$ cat src/rtl/tri_debug_trace_capture.sv
// Debug trace sink: circular capture buffer with pattern/external trigger, post-trigger window and valid/ready drain.
// Optional build macro TRI_DBG_CAPTURE_DEDUP_EN suppresses storing a qualified sample equal to the last stored one.
module tri_debug_trace_capture #(
    parameter int DBG_WIDTH  = 32,
    parameter int ADDR_WIDTH = 5
) (
    input  logic                  i_clk,
    input  logic                  i_rst,
    input  logic                  i_arm,
    input  logic                  i_abort,
    input  logic                  i_rd_start,
    input  logic [0:DBG_WIDTH-1]  i_trace_data_in,
    input  logic [3:0]            i_coretrace_ctrls_in,
    input  logic [0:DBG_WIDTH-1]  i_trig_mask,
    input  logic [0:DBG_WIDTH-1]  i_trig_pattern,
    input  logic [ADDR_WIDTH-1:0] i_post_count,
    input  logic                  i_rd_ready,
    output logic                  o_rd_valid,
    output logic [0:DBG_WIDTH-1]  o_rd_data,
    output logic                  o_rd_last,
    output logic                  o_busy,
    output logic                  o_done,
    output logic                  o_wrapped,
    output logic [ADDR_WIDTH-1:0] o_trig_offset
);
    localparam int DEPTH = 1 << ADDR_WIDTH;

    typedef enum logic [2:0] {
        S_IDLE  = 3'd0,
        S_ARMED = 3'd1,
        S_POST  = 3'd2,
        S_DONE  = 3'd3,
        S_READ  = 3'd4
    } state_t;

    state_t                r_state;
    logic [0:DBG_WIDTH-1]  r_mem [DEPTH];
    logic [ADDR_WIDTH-1:0] r_wr_ptr;
    logic [ADDR_WIDTH-1:0] r_trig_ptr;
    logic [ADDR_WIDTH-1:0] r_post_cnt;
    logic [ADDR_WIDTH-1:0] r_rd_addr;
    logic [ADDR_WIDTH:0]   r_rd_left;
    logic                  r_wrapped;
    logic                  r_busy;
    logic                  r_done;
    logic                  r_rd_valid;
    logic                  r_rd_last;
    logic [0:DBG_WIDTH-1]  r_rd_data;
    logic [ADDR_WIDTH-1:0] r_trig_offset;

    logic                  w_qual;
    logic                  w_match;
    logic                  w_trig;
    logic                  w_keep;
    logic                  w_wr_en;
    logic                  w_ptr_top;
    logic [ADDR_WIDTH-1:0] w_wr_ptr_nxt;
    logic                  w_wrapped_nxt;
    logic [ADDR_WIDTH-1:0] w_trig_ptr_nxt;
    logic [ADDR_WIDTH-1:0] w_trig_offset;
    logic [ADDR_WIDTH-1:0] w_start;
    logic [ADDR_WIDTH:0]   w_count;
    logic                  w_unused;

    assign w_unused  = ^i_coretrace_ctrls_in[3:2];
    // arm/abort/rst take precedence over a sample arriving in the same cycle
    assign w_qual    = i_coretrace_ctrls_in[0] & ~i_rst & ~i_abort & ~i_arm &
                       ((r_state == S_ARMED) | (r_state == S_POST));
    assign w_match   = (((i_trace_data_in ^ i_trig_pattern) & i_trig_mask) == {DBG_WIDTH{1'b0}});
    assign w_trig    = (r_state == S_ARMED) &
                       ((i_coretrace_ctrls_in[0] & w_match) | i_coretrace_ctrls_in[1]);
    assign w_wr_en   = w_qual & w_keep;
    assign w_ptr_top = (r_wr_ptr == {ADDR_WIDTH{1'b1}});

    // Offset is formed from the post-write pointer state so it is correct on the DONE entry edge
    assign w_wr_ptr_nxt   = w_wr_en ? (r_wr_ptr + ADDR_WIDTH'(1)) : r_wr_ptr;
    assign w_wrapped_nxt  = r_wrapped | (w_wr_en & w_ptr_top);
    assign w_trig_ptr_nxt = (r_state == S_ARMED) ? r_wr_ptr : r_trig_ptr;
    assign w_trig_offset  = w_trig_ptr_nxt - (w_wrapped_nxt ? w_wr_ptr_nxt : {ADDR_WIDTH{1'b0}});
    assign w_start        = r_wrapped ? r_wr_ptr : {ADDR_WIDTH{1'b0}};
    assign w_count        = r_wrapped ? (ADDR_WIDTH+1)'(DEPTH) : {1'b0, r_wr_ptr};

`ifdef TRI_DBG_CAPTURE_DEDUP_EN
    logic [0:DBG_WIDTH-1] r_last_sample;
    logic                 r_first;

    assign w_keep = r_first | w_trig | (i_trace_data_in != r_last_sample);

    // Tracks the most recently stored sample and whether anything has been stored since arm
    always_ff @(posedge i_clk) begin
        if (i_rst) begin
            r_first       <= 1'b0;
            r_last_sample <= {DBG_WIDTH{1'b0}};
        end else if (i_arm & ~i_abort) begin
            r_first <= 1'b1;
        end else if (w_wr_en) begin
            r_first       <= 1'b0;
            r_last_sample <= i_trace_data_in;
        end
    end
`else
    assign w_keep = 1'b1;
`endif

    // Capture buffer write port; contents survive reset and abort
    always_ff @(posedge i_clk) begin
        if (w_wr_en) begin
            r_mem[r_wr_ptr] <= i_trace_data_in;
        end
    end

    // Capture/drain state machine with registered status and read outputs
    always_ff @(posedge i_clk) begin
        if (i_rst) begin
            r_state       <= S_IDLE;
            r_wr_ptr      <= {ADDR_WIDTH{1'b0}};
            r_trig_ptr    <= {ADDR_WIDTH{1'b0}};
            r_post_cnt    <= {ADDR_WIDTH{1'b0}};
            r_rd_addr     <= {ADDR_WIDTH{1'b0}};
            r_rd_left     <= {(ADDR_WIDTH+1){1'b0}};
            r_wrapped     <= 1'b0;
            r_busy        <= 1'b0;
            r_done        <= 1'b0;
            r_rd_valid    <= 1'b0;
            r_rd_last     <= 1'b0;
            r_rd_data     <= {DBG_WIDTH{1'b0}};
            r_trig_offset <= {ADDR_WIDTH{1'b0}};
        end else if (i_abort) begin
            r_state    <= S_IDLE;
            r_busy     <= 1'b0;
            r_done     <= 1'b0;
            r_rd_valid <= 1'b0;
            r_rd_last  <= 1'b0;
        end else if (i_arm) begin
            r_state       <= S_ARMED;
            r_wr_ptr      <= {ADDR_WIDTH{1'b0}};
            r_wrapped     <= 1'b0;
            r_post_cnt    <= {ADDR_WIDTH{1'b0}};
            r_trig_offset <= {ADDR_WIDTH{1'b0}};
            r_busy        <= 1'b1;
            r_done        <= 1'b0;
            r_rd_valid    <= 1'b0;
            r_rd_last     <= 1'b0;
        end else begin
            case (r_state)
                S_ARMED, S_POST: begin
                    r_wr_ptr  <= w_wr_ptr_nxt;
                    r_wrapped <= w_wrapped_nxt;
                    if (r_state == S_ARMED) begin
                        if (w_trig) begin
                            r_trig_ptr <= r_wr_ptr;
                            r_post_cnt <= i_post_count;
                            if (i_post_count == {ADDR_WIDTH{1'b0}}) begin
                                r_state       <= S_DONE;
                                r_busy        <= 1'b0;
                                r_done        <= 1'b1;
                                r_trig_offset <= w_trig_offset;
                            end else begin
                                r_state <= S_POST;
                            end
                        end
                    end else if (w_wr_en) begin
                        r_post_cnt <= r_post_cnt - ADDR_WIDTH'(1);
                        if (r_post_cnt == ADDR_WIDTH'(1)) begin
                            r_state       <= S_DONE;
                            r_busy        <= 1'b0;
                            r_done        <= 1'b1;
                            r_trig_offset <= w_trig_offset;
                        end
                    end
                end
                S_DONE: begin
                    if (i_rd_start) begin
                        r_state   <= S_READ;
                        r_done    <= 1'b0;
                        r_rd_addr <= w_start;
                        r_rd_left <= w_count;
                    end
                end
                S_READ: begin
                    // Output register refills on the acceptance edge, giving one word per cycle
                    if (r_rd_valid & i_rd_ready & r_rd_last) begin
                        r_state    <= S_IDLE;
                        r_rd_valid <= 1'b0;
                        r_rd_last  <= 1'b0;
                    end else if (~r_rd_valid | i_rd_ready) begin
                        if (r_rd_left != {(ADDR_WIDTH+1){1'b0}}) begin
                            r_rd_data  <= r_mem[r_rd_addr];
                            r_rd_valid <= 1'b1;
                            r_rd_last  <= (r_rd_left == (ADDR_WIDTH+1)'(1));
                            r_rd_addr  <= r_rd_addr + ADDR_WIDTH'(1);
                            r_rd_left  <= r_rd_left - (ADDR_WIDTH+1)'(1);
                        end else begin
                            r_state    <= S_IDLE;
                            r_rd_valid <= 1'b0;
                        end
                    end
                end
                default: begin
                    r_state <= S_IDLE;
                end
            endcase
        end
    end

    assign o_rd_valid    = r_rd_valid;
    assign o_rd_data     = r_rd_data;
    assign o_rd_last     = r_rd_last;
    assign o_busy        = r_busy;
    assign o_done        = r_done;
    assign o_wrapped     = r_wrapped;
    assign o_trig_offset = r_trig_offset;

endmodule

$ cat config.mk
export PLATFORM = sky130hd
export DESIGN_NAME = tri_debug_trace_capture
export DESIGN_NICKNAME = d
export VERILOG_FILES = /design/src/rtl/tri_debug_trace_capture.sv
export SDC_FILE = /design/constraint.sdc
export NUM_CORES = 1
export LEC_CHECK = 0
export BUFFER_PORTS_ARGS = -buffer_cell sky130_fd_sc_hd__buf_2
export CELL_PAD_IN_SITES_DETAIL_PLACEMENT = 0
export CELL_PAD_IN_SITES_GLOBAL_PLACEMENT = 2
export CORE_UTILIZATION = 53
export DETAILED_ROUTE_END_ITERATION = 8
export PLACE_DENSITY = 0.94
export SYNTH_ARGS = -nofsm -noshare
export SYNTH_HDL_FRONTEND = slang
export SYNTH_SLANG_ARGS = --single-unit
$ cat constraint.sdc
create_clock -name i_clk -period 8.7 [get_ports i_clk]
set_clock_uncertainty 0.2 [all_clocks]
set_input_delay 0 -clock i_clk [delete_from_list [all_inputs] [get_ports i_clk]]
set_output_delay 0 -clock i_clk [all_outputs]
set_load 0.1 [all_outputs]
==> impl_results.md <==
* Status: completed
* Synthesized flop and latch total at about 1100
* DRC viols at 0
* CTS buffer count at between 100 and 150
* Hold Crit Class: input pin to flip-flop
* Total track usage at between 20% and 30%
* Skew-Pair Late Insertion Delay at approximately 0.68 ns
* First-pass GRT wire length at 159.6 mm
* Yosys warns at 0
* RSZ-0062 raised after global routing: no
* Post-route cell area at 49260 um2
* Final TNS setup at 0 ns
* Core area at about 80000 um2
* Max Cap Viol at 0
* Placed Area at 45160 um2
* CTS tree: done
* Number of fillers in the final layout at 5228
* Clock share of power at 43.8%
* Synth Area in Compound Gates at 2.209%
* Asr flop ratio synth at 0%
* Hold_ws at 0.08594 ns
* Vias in the first global route at 23020
* Critical path arrival at between 5 and 6 ns
* PD cells at 215.1 nW/um2
* Max transition margin at between 20% and 30%
* Most frequent cells in the layout: 1024 x edfxtp_1, 320 x mux4_2, 150 x buf_2
* Routed wire per std cell at 32.98 um
* CP Capture Type: flip-flop
* Drt initial violations at 3177
* Synth top area cells: edfxtp_1 72%, mux4_2 17%, dfxtp_1 3.3%
* Starting density of the core at 53.47%
* CP Max Fanout at 33
* Sequential cell fraction of total power at 54.3%
* Synth top area share at 71.62%
* Placement Rows at roughly 100
* Die area at 82150 um2
* Resized cells post-CTS at 0
* Met2 routed WL at about 54 mm
* Post-layout min period at around 5.1 ns
* Xor-xnor portion of the synthesized cell area at 0.8364%
* CTS max path bufs at 3
* Sequential cell area at around 32000 um2
* Post-Syn Nets at 2126
* Synth-to-Final Area Change at 14.73%
* Post-CTS Hold Fix Bufs at 56
* Routed via count at roughly 23000
* Startpoint Class: input pin
* Final Cycle Share at 59.00%
* Dpl hpwl at 55.82 mm
* M1 WL at a little under 40 mm
* Mux cell area share after synthesis at between 10% and 20%
* Mapped Avg Cell Area at 21.48 um2
* Req. time, crit path at 9.09 ns
* # Post-CTS Setup Buffers at 0
* Commonest non-fill, non-tap cell in the layout: edfxtp_1
* Largest family of logic cells by synthesized area: multiplexers
* DR WL met3 at 13.06 mm
* Highest metal used: met5
* Chip Height at roughly 290 um
* Number of buffers added on ports at 150
* Synth Instances at 1999
* Sw Share at roughly a fifth
* CTS H-tree depth at 3
* Number of flops mapped to enable cells by yosys at 1024
* Clock transition at path regs at approximately 0.06 ns
* Area leader, netlist: edfxtp_1
* Final Hold Fails at 0
* Area of the multi-input gates at 10470 um2
* Die X-Extent at around 290 um
* Clock Sinks at approximately 1100
* Routed wire length at between 100 and 150 mm
* Slew @ Worst Pin at 1.175 ns
* Cell Area, Synth at 42930 um2
* Post-synthesis adder-cell area fraction at less than 1%
* DR pass1 iterations at 7
* Most used flip-flop cell after synthesis: edfxtp_1
* Comb pwr share at 1.8%
* Placer congestion estimate at 0.7798
* Root Buffer: clkbuf_16
* DRT antenna net count at 0
* Cells on worst reg2reg path at 13
* Psw at 0.002155 W
* WS Path Type: input pin to flip-flop
* Leak at between 15 and 20 nW
* Nets at 2375
* Fmax at 194.8 MHz
* Vias per Instance at 6.653
* Share of cells above drive strength 1 at 31.27%
* Synth Area in Simple Gates at 2.547%
* Total Power at approximately 0.011 W
* Final Max Tran Viols at 0
* Synth cell types at 57
* IO Pins at 153
* Largest net degree at the start of global routing at 165
* Seq/Total Area, Yosys at 74.93%
* Hold Path Stages at 7
* Total grt overflow at 0
* Int Power at 0.008440 W
* # setup viols final at 0
* Antenna violations before repair at 2
* Peak VDD IR at 0.0001826 V
## layout make-up
cell class | instances | area share, %
Sequential cell | 1095 | 65.34
Tap cell | 1060 | 2.693
Clock buffer | 144 | 5.985
Clock inverter | 58 | 1.189
Antenna cell | 1 | 0.005080
Multi-Input combinational cell | 779 | 21.25
Inverter | 14 | 0.1067
Timing Repair Buffer | 251 | 3.424
## routing by layer
layer  up-vias  global-route usage, %
li1       8865                      -
met3       328                  6.097
met2      1851                  44.32
met5         -                      0
met1     11590                  36.93
met4         4                  11.68
## cell families (layout without fill, tap and decap cells)
| logic type | count (synthesis) | in the layout |
|---|---|---|
| and+or+nand+nor | 224 | 224 |
| muxes | 361 | 361 |
| other | 0 | 1 |
| DFF | 1095 | 1095 |
| xor gates and xnor gates | 41 | 41 |
| AOI/OAI and AO/OA | 137 | 137 |
| adders and majority gates | 16 | 16 |
| buffers and inverters | 125 | 467 |
## synthesized netlist by cell type, drive strengths merged, types with 5 or more instances
cell and number:
xor2 36, nor2 94, buf 51, clkbuf 60, a211oi 33, nand2b 13
mux4 320, a21oi 23, or3b 5, a31oi 7, nand3 11, nand3b 10
nor3b 7, edfxtp 1024, dfxtp 71, mux2i 40, nand4 5, or3 7
o21ai 32, nor3 9, ha 15, xnor2 5, inv 13, a22oi 21
nand2 45
## per-stage QoR
| stage | util, % | setup slack, ns | std cells |
|---|---|---|---|
| after floorplan | - | 5.358 | 1999 |
| after global placement | 56.25 | 3.895 | 3143 |
| after detailed placement | 56.25 | 3.853 | 3143 |
| after CTS | 61.35 | 3.723 | 3401 |
| after global routing | 61.35 | 3.432 | 3401 |
| final | 61.35 | 3.567 | 3402 |
## registers in the layout, summed over array words and instances (netlist names)
signal         cells
o_trig_offset      5
r_post_cnt         5
o_rd_valid         1
r_mem           1024
o_rd_last          1
o_done             1
r_state            3
o_busy             1
r_rd_left          6
r_rd_addr          5
o_wrapped          1
r_wr_ptr           5
r_trig_ptr         5
o_rd_data         32
## critical path: stages
cell	delay [ns]
dlygate4sd3_1	0.53
buf_2	0.51
xor2_1	0.13
a22oi_1	0.72
nand4_1	0.26
a2111oi_4	0.81
dlygate4sd3_1	0.81
nand2_1	0.19
dlygate4sd3_1	0.61
o21ai_0	0.21
o2bb2ai_1	0.15
dlygate4sd3_1	0.56
## power groups by stage
stage,clock (W),sequential [W],combinational (W)
after floorplan,0,0.00587,0.0000487
after global placement,0,0.00587,0.000163
after detailed placement,0,0.00587,0.000174
after CTS,0.00468,0.00575,0.000193
after global routing,0.00486,0.00575,0.000208
final,0.00464,0.00575,0.000196
## final timing paths
path,startpoint,end,slack [ns]
worst max register to register,r_state[1]$_SDFFE_PP0P_,o_trig_offset[4]$_SDFFE_PP0P_,4.15
worst max-delay path,i_trace_data_in[0],r_post_cnt[0]$_SDFFE_PP0P_,3.57
worst min register to register,r_trig_ptr[1]$_SDFFE_PP0P_,r_trig_ptr[1]$_SDFFE_PP0P_,0.28
worst min-delay path,i_trig_mask[31],r_trig_ptr[1]$_SDFFE_PP0P_,0.09
Power figures use the tool's default switching activity.
